`config.mk`:
```
export PLATFORM = sky130hd
export DESIGN_NAME = clk_en_seq
export DESIGN_NICKNAME = d
export VERILOG_FILES = /design/src/rtl/clk_en_seq.sv
export SDC_FILE = /design/constraint.sdc
export NUM_CORES = 1
export LEC_CHECK = 0
export CAP_MARGIN = 20
export CORE_UTILIZATION = 45
export CTS_BUF_LIST = sky130_fd_sc_hd__clkbuf_4
export DETAILED_ROUTE_END_ITERATION = 7
export GPL_TIMING_DRIVEN = 1
export MAX_ROUTING_LAYER = met4
export PLACE_DENSITY = 0.74
export SKIP_CTS_REPAIR_TIMING = 1
export SYNTH_ARGS = -nofsm -noshare
export SYNTH_HDL_FRONTEND = slang
export SYNTH_SLANG_ARGS = --single-unit
```
`constraint.sdc`:
```
create_clock -name clk -period 6.52 [get_ports clk]
set_clock_uncertainty 0.15 [all_clocks]
set_input_delay 0.978 -clock clk [delete_from_list [all_inputs] [get_ports clk]]
set_output_delay 0.978 -clock clk [all_outputs]
set_load 0.005 [all_outputs]
```
`src/rtl/clk_en_seq.sv`:
```
// Lock sequencer and phase-aligned clock-enable generator behind the PLL.
// Latency: lock seen 2+LOCK_FILTER+RST_HOLD cycles after pll_locked; loss seen after 2 cycles.
// Backpressure: none; cfg_load/clear are single-cycle strobes and are always accepted.
module clk_en_seq #(
    parameter int NUM_CH      = 4,
    parameter int DIV_W       = 8,
    parameter int LOCK_FILTER = 16,
    parameter int RST_HOLD    = 32,
    parameter int CNT_W       = 8
) (
    input  logic                    clk,
    input  logic                    reset,
    input  logic                    pll_locked,
    input  logic [NUM_CH*DIV_W-1:0] div_cfg,
    input  logic [NUM_CH*DIV_W-1:0] phase_cfg,
    input  logic                    cfg_load,
    input  logic                    clear,
    output logic                    rst_out,
    output logic                    ready,
    output logic [NUM_CH-1:0]       ce,
    output logic                    lock_lost,
    output logic [CNT_W-1:0]        lock_lost_cnt
);

    localparam int SEQ_MAX = (LOCK_FILTER > RST_HOLD) ? LOCK_FILTER : RST_HOLD;
    localparam int SEQ_W   = $clog2(SEQ_MAX + 1);

    typedef enum logic [1:0] {
        S_WAIT = 2'd0,
        S_FILT = 2'd1,
        S_HOLD = 2'd2,
        S_RUN  = 2'd3
    } state_t;

    state_t                         state_q, state_nxt;
    logic [SEQ_W-1:0]               seq_q, seq_nxt;
    logic                           sync_q1, lk;
    logic [NUM_CH*DIV_W-1:0]        div_sh, ph_sh;
    logic [NUM_CH-1:0][DIV_W-1:0]   cnt_q, cnt_nxt;
    logic [NUM_CH-1:0][DIV_W-1:0]   d_new, p_new, d_cur, start;
    logic [NUM_CH-1:0]              ce_nxt;
    logic                           load_en;
    logic                           rst_nxt, ready_nxt;
    logic                           lost_evt, lost_nxt;
    logic [CNT_W-1:0]               cnt_base, lost_cnt_nxt;

    // Two-flop synchroniser; only lk feeds the sequencer.
    always_ff @(posedge clk) begin
        if (reset) begin
            sync_q1 <= 1'b0;
            lk      <= 1'b0;
        end else begin
            sync_q1 <= pll_locked;
            lk      <= sync_q1;
        end
    end

    // State and registered outputs
    always_ff @(posedge clk) begin
        if (reset) begin
            state_q       <= S_WAIT;
            seq_q         <= '0;
            cnt_q         <= '0;
            div_sh        <= '0;
            ph_sh         <= '0;
            rst_out       <= 1'b1;
            ready         <= 1'b0;
            ce            <= '0;
            lock_lost     <= 1'b0;
            lock_lost_cnt <= '0;
        end else begin
            state_q       <= state_nxt;
            seq_q         <= seq_nxt;
            cnt_q         <= cnt_nxt;
            rst_out       <= rst_nxt;
            ready         <= ready_nxt;
            ce            <= ce_nxt;
            lock_lost     <= lost_nxt;
            lock_lost_cnt <= lost_cnt_nxt;
            if (cfg_load) begin
                div_sh <= div_cfg;
                ph_sh  <= phase_cfg;
            end
        end
    end

    // Next-state: FILTER leaves once the count has already reached LOCK_FILTER,
    // HOLD leaves on the cycle its count would reach RST_HOLD.
    always_comb begin
        state_nxt = state_q;
        seq_nxt   = seq_q;
        case (state_q)
            S_WAIT: begin
                if (lk) begin
                    state_nxt = S_FILT;
                    seq_nxt   = SEQ_W'(1);
                end
            end
            S_FILT: begin
                if (!lk) begin
                    state_nxt = S_WAIT;
                    seq_nxt   = '0;
                end else if (seq_q == SEQ_W'(LOCK_FILTER)) begin
                    state_nxt = S_HOLD;
                    seq_nxt   = '0;
                end else begin
                    seq_nxt = seq_q + SEQ_W'(1);
                end
            end
            S_HOLD: begin
                if (!lk) begin
                    state_nxt = S_WAIT;
                    seq_nxt   = '0;
                end else if (seq_q == SEQ_W'(RST_HOLD - 1)) begin
                    state_nxt = S_RUN;
                    seq_nxt   = '0;
                end else begin
                    seq_nxt = seq_q + SEQ_W'(1);
                end
            end
            default: begin
                if (!lk) begin
                    state_nxt = S_WAIT;
                    seq_nxt   = '0;
                end
            end
        endcase
    end

    // Outputs are computed from the next state so they register alongside it.
    always_comb begin
        rst_nxt   = (state_nxt != S_RUN);
        ready_nxt = (state_nxt == S_RUN);
        lost_evt  = (state_q == S_RUN) && !lk;

        lost_nxt     = clear ? 1'b0 : lock_lost;
        cnt_base     = clear ? '0 : lock_lost_cnt;
        lost_cnt_nxt = cnt_base;
        if (lost_evt) begin
            lost_nxt = 1'b1;
            if (cnt_base != {CNT_W{1'b1}})
                lost_cnt_nxt = cnt_base + CNT_W'(1);
        end

        // All channels reload together so their phases stay aligned.
        load_en = (state_nxt == S_RUN) && ((state_q != S_RUN) || cfg_load);
        for (int i = 0; i < NUM_CH; i++) begin
            d_cur[i] = div_sh[i*DIV_W +: DIV_W];
            d_new[i] = cfg_load ? div_cfg[i*DIV_W +: DIV_W]   : div_sh[i*DIV_W +: DIV_W];
            p_new[i] = cfg_load ? phase_cfg[i*DIV_W +: DIV_W] : ph_sh[i*DIV_W +: DIV_W];
            start[i] = (p_new[i] > d_new[i]) ? d_new[i] : p_new[i];
            if (load_en)
                cnt_nxt[i] = start[i];
            else if (state_q == S_RUN)
                cnt_nxt[i] = (cnt_q[i] == d_cur[i]) ? '0 : cnt_q[i] + DIV_W'(1);
            else
                cnt_nxt[i] = '0;
            ce_nxt[i] = (state_nxt == S_RUN) && (cnt_nxt[i] == d_new[i]);
        end
    end

endmodule

```
==> impl_metrics.ini, run 1 <==
[layout]
syn_to_final_growth_pct = 16.0
layout.nets = 1055
drive_gt1_share_pct = 6.67
layout_commonest_cell = dfxtp_1
final_cell_mix = 121 x dfxtp_1, 119 x nor2_1, 81 x clkdlybuf4s50_1, 78 x mux2i_1
fillers = 1556
fin_area_um2 = 8890

[synthesis]
synth_seq_cells = 121
synth.distinct_cells = 73
syn_nets = 985
ys_seq_area_share_pct = 31.6
syn_inst = 877
syn_avg_cell_area_um2 = 8.74
yosys.area.top_type = dfxtp_1
synth_top_area_share_pct = 31.6
yosysWarnings = 0
synth_edf_count = 0
syn_area_um2 = 7670
synthFlopType = dfxtp_1
ys_async_sr_fraction_pct = 0
synthTopCellsByArea = dfxtp_1 32%, mux2i_1 10%, ha_1 6.4%

[cts]
cts_tree = built
cts_buffer_depth = 2
htreeDepth = 4
clock_latency_ns = 0.57
clk_pin_slew_worst_paths_ns = 0.11
cts_made_buffers = 17
cts_sinks = 121
cts_root_buffer = clkbuf_4

[detailed_routing]
initialDrtViolationCount = 504
vias = 6520
drc = 0
wire_per_inst_um = 15.2
drt-vias-per-instance = 5.51
drt_pass1_iterations = 5
route.antenna.remaining_nets = 0
drt-total-wl_um = 18000

[timing]
setup_viol = 0
fin_setup_tns_ns = 0
slew_headroom_pct = 26.9
tightest_slew_ns = 1.09
rsz0062_at_grt = no
fmax_mhz = 228
hold_violations = 0
layout_min_cycle_time_ns = 4.38
post-route-period-util_pct = 67.1
slew_violations = 0

[global_routing]
grt_overflow = 0
grt_max_degree = 84
track_usage_pct = 21.9
grt_antenna_before_repair = 3
grt_pass1_wl_um = 30200
grt_pass1_vias = 6291

[floorplan]
fp.dieW_um = 133
start_util_pct = 46.2
die_area_um2 = 17600
rows = 47
core_region_area_um2 = 16600
die_y_um = 133
pin_count = 84

[worst_setup_path]
slowest_stage = nor2_1
path_max_fanout = 51
r2r_end = ce[3]
startpoint = cfg_load
crit_family = simple AND/OR/NAND/NOR gates
path_cells = buf_4 -> buf_4 -> mux2i_1 -> ha_1 -> nor2b_1 -> o211ai_1 -> a211oi_1 -> nor2_1 -> o311a_1 -> a2111oi_0 -> and4b_1
cp.arrival_ns = 4.69
r2r_cells = 8
endpoint = ce[1]
cp-end-kind = flip-flop
crit_required_ns = 6.83
cp.depth = 11
reg2reg_from = seq_q[0]
reg2reg_setup_slack_ns = 3.23
critPathKind = input pin to flip-flop
cp_common_cell = buf_4
max_stage_delay_ns = 0.82
path_buf_inv = 2
start_kind = input pin

[placement]
hpwl_um = 12900
place_area_um2 = 8590
globalplace.congestion = 0.859
port_buffers = 83

[pwr]
cellLeakagePower_nw = 3.86
p_per_area_nw_per_um2 = 189
ir_drop_v = 0.000101

[hold_path]
hp-class = flip-flop to flip-flop

[flow_run]
maxCapViolCount = 0

[outcome]
status = finished clean
-- Yosys cell counts, types with 6 or more instances --
cell,number
o211ai_1,11
nor2b_1,18
xnor2_1,43
nand2_1,40
mux2i_1,78
nor3_1,11
a22oi_1,18
clkbuf_1,21
buf_2,8
ha_1,39
nand4_1,18
nor4_1,6
nand3_1,36
xor2_1,52
mux2i_2,6
a21o_1,10
inv_1,39
o21ai_0,12
a21oi_1,52
nor2_1,119
dfxtp_1,121
and3_1,13
-- kinds of logic after synthesis --
group / share of synthesized area, %
flip-flops: 31.6
AND/OR/NAND/NOR: 18.3
AO/OA/AOI/OAI: 14.0
XOR/XNOR: 12.1
buffers and inverters: 5.06
multiplexers: 12.6
adder cells (fa/ha/maj): 6.36
-- worst min-delay path by stage --
stage            start  endpoint  cells past startpoint
2_1_floorplan  sync_q1        lk                      1
3_3_place_gp   sync_q1        lk                      1
3_5_place_dp   sync_q1        lk                      1
4_1_cts        sync_q1        lk                      1
5_1_grt        sync_q1        lk                      1
6_report       sync_q1        lk                      1
-- cell type report --
| type | count | area [µm²] | share of cell area (%) |
|---|---|---|---|
| antenna | 3 | 7.51 | 0.0844 |
| clock buffer | 17 | 128 | 1.43 |
| clock inverter | 15 | 154 | 1.73 |
| inverter | 40 | 150 | 1.69 |
| multi-input combinational | 676 | 4870 | 54.8 |
| sequential | 121 | 2420 | 27.2 |
| tap | 220 | 275 | 3.10 |
| timing repair buffer | 91 | 886 | 9.96 |
-- power by group --
group	leakage, nW	total (mW)	switching (mW)	internal [mW]
combinational	2.73	0.364	0.194	0.170
clock	0.144	0.535	0.309	0.226
sequential	0.988	0.778	0.0147	0.763
-- routing by layer --
| metal | vias to the layer above | global-route usage, % | share of wire, % |
|---|---|---|---|
| li1 | 3266 | - | - |
| met1 | 3048 | 26.6 | 46 |
| met2 | 166 | 34.6 | 47 |
| met3 | 40 | 5.13 | 5.3 |
| met4 | 0 | 9.39 | 2.3 |
| met5 | - | - | 0 |
-- stage by stage --
step | hold slack, ns | worst slack, ns | power [mW] | instances | utilization [%]
after global routing | 0.330 | 1.90 | 1.77 | 1183 | 53.6
after detailed placement | 0.280 | 1.54 | 1.15 | 1146 | 51.8
after floorplan | 0.264 | 2.62 | 1.05 | 877 | -
final | 0.304 | 2.14 | 1.68 | 1183 | 53.6
after global placement | 0.274 | 1.64 | 1.15 | 1146 | 51.8
after CTS | 0.309 | 2.18 | 1.69 | 1178 | 53.5
-- sequential cells by signal, indices dropped and copies added, names as in the netlist --
| register | count |
|---|---|
| ce | 4 |
| cnt_q | 32 |
| d_cur | 32 |
| lk | 1 |
| lock_lost | 1 |
| lock_lost_cnt | 8 |
| ph_sh | 32 |
| ready | 1 |
| rst_out | 1 |
| seq_q | 6 |
| state_q | 2 |
| sync_q1 | 1 |
Power figures use the tool's default switching activity.
==> run 2: changes to the inputs <==
==> constraint.sdc (replaced) <==
create_clock -name clk -period 4.58 [get_ports clk]
set_clock_uncertainty 0.15 [all_clocks]
set_input_delay 0.687 -clock clk [delete_from_list [all_inputs] [get_ports clk]]
set_output_delay 0.687 -clock clk [all_outputs]
set_load 0.005 [all_outputs]
==> run 2 against run 1 <==
Net effect:
- design area up 1.7%
- utilization is 0.91 points higher
- hold slack lost 0.0040 ns
- sequential share of layout area is 0.46 points lower
- global-route usage fell by 0.24 points
- sequential cell count stayed put
- first-iteration DRC count is 8.9% lower
- register-to-register slack worse by 1.8 ns
- clock-buffer cell count grew 3
- power rose by 42%
- setup slack got worse by 0.94 ns
- critical endpoint is now ce[3]
- largest cell class unchanged
- highest routed layer unchanged
==> impl_metrics.ini, run 2 (synthesized netlist as in run 1, its figures left out) <==
[outcome]
status = finished clean

[timing]
rsz0062_at_grt = no
layout_min_cycle_time_ns = 3.38
fin_setup_tns_ns = 0
post-route-period-util_pct = 73.7
fin_hold_ws_ns = 0.300
setup_ws_ns = 1.20
setup_viol = 0
fmax_mhz = 296
hold_violations = 0
tightest_slew_ns = 1.12
slew_headroom_pct = 25.3
slew_violations = 0

[pwr]
p_comb_share_pct = 22.9
p_switching_mw = 0.710
cellLeakagePower_nw = 3.98
clkPwrFrac_pct = 30.8
swShare_pct = 29.7
internal_power_mw = 1.68
ir_drop_v = 0.000153
pwr-share-seq_pct = 46.3
finalPower_mw = 2.39
p_per_area_nw_per_um2 = 264

[worst_setup_path]
max_stage_delay_ns = 0.61
crit_family = buffers and inverters
reg2reg_from = state_q[0]
reg2reg_setup_slack_ns = 1.47
r2r_cells = 6
r2r_end = ce[0]
cp.arrival_ns = 3.68
critPathKind = input pin to flip-flop
path_buf_inv = 3
start_kind = input pin
crit_required_ns = 4.88
cp-end-kind = flip-flop
cp_common_cell = buf_4
slowest_stage = buf_4
cp.depth = 12
path_cells = buf_4 -> buf_4 -> mux2_2 -> ha_1 -> a21o_1 -> a21o_1 -> a21oi_1 -> a21oi_1 -> buf_4 -> o21a_1 -> o2111ai_1 -> nor4_2
path_max_fanout = 46

[cts]
cts_sinks = 121
cts_root_buffer = clkbuf_4
cts_tree = built
clk_pin_slew_worst_paths_ns = 0.10
clock_latency_ns = 0.57
htreeDepth = 4
cts_buffer_depth = 2
cts_made_buffers = 17

[global_routing]
track_usage_pct = 21.6
grt_antenna_before_repair = 1
grt_pass1_wl_um = 29700
grt_overflow = 0
grt_max_degree = 82
grt_pass1_vias = 6184

[layout]
final_cell_mix = 121 x dfxtp_1, 119 x nor2_1, 81 x clkdlybuf4s50_1, 78 x mux2i_1
layout.nets = 1079
syn_to_final_growth_pct = 18.0
drive_gt1_share_pct = 8.54
multiInputGateArea_um2 = 4870
fillers = 1536
seq_area_um2 = 2420
layout_commonest_cell = dfxtp_1

[placement]
globalplace.congestion = 0.890
place_ws_ns = 0.624
hpwl_um = 13000
port_buffers = 83

[detailed_routing]
wire_per_inst_um = 15.0
drc = 0
drt_pass1_iterations = 5
route.antenna.remaining_nets = 0
drt-total-wl_um = 18100
drt-vias-per-instance = 5.42
vias = 6530
initialDrtViolationCount = 459

[floorplan]
pin_count = 84
core_region_area_um2 = 16600
rows = 47
fp.dieW_um = 133
start_util_pct = 46.2
die_area_um2 = 17600
die_y_um = 133

[hold_path]
whs_endpoint = lk
holdCritStartpoint = sync_q1
hp-class = flip-flop to flip-flop
worstHoldPathCells = 1

[flow_run]
maxCapViolCount = 0
-- run 2: metal layers --
metal  global-route usage [%]  share of wire, %  vias up
li1                         -                 -     3309
met1                     27.2                47     3033
met2                     34.5                46      158
met3                     4.25               4.6       30
met4                     7.47               1.6        0
met5                        -                 0        -
-- run 2: worst max path at each step --
stage	startpoint	endpoint	slack, ns
after floorplan	cfg_load	ce[1]	0.98
after global placement	cfg_load	ce[3]	0.69
after detailed placement	cfg_load	ce[3]	0.62
after CTS	cfg_load	ce[3]	1.23
after global routing	cfg_load	ce[2]	1.00
final	cfg_load	ce[3]	1.20
-- run 2: layout make-up --
class,count,area share (%)
multi-input cells,676,53.9
flip-flops and latches,121,26.8
repair buffers,115,11.8
well taps,220,3.04
clock buffers,20,1.66
inverters,40,1.66
clock inverters,12,1.19
diodes,1,0.0277
-- run 2: power by group through the flow --
stage / registers, mW / logic [mW] / clock network, mW
floorplan: 1.12 / 0.377 / 0
global placement: 1.13 / 0.534 / 0
detailed placement: 1.13 / 0.541 / 0
CTS: 1.11 / 0.546 / 0.750
global route: 1.11 / 0.603 / 0.805
finish: 1.11 / 0.547 / 0.735
-- run 2: metrics by stage --
stage          instance area, µm²  utilization (%)  std cells
2_1_floorplan                7670                -        877
3_3_place_gp                 8780             53.0       1172
3_5_place_dp                 8780             53.0       1172
4_1_cts                      9040             54.5       1204
5_1_grt                      9040             54.5       1205
6_report                     9040             54.5       1205
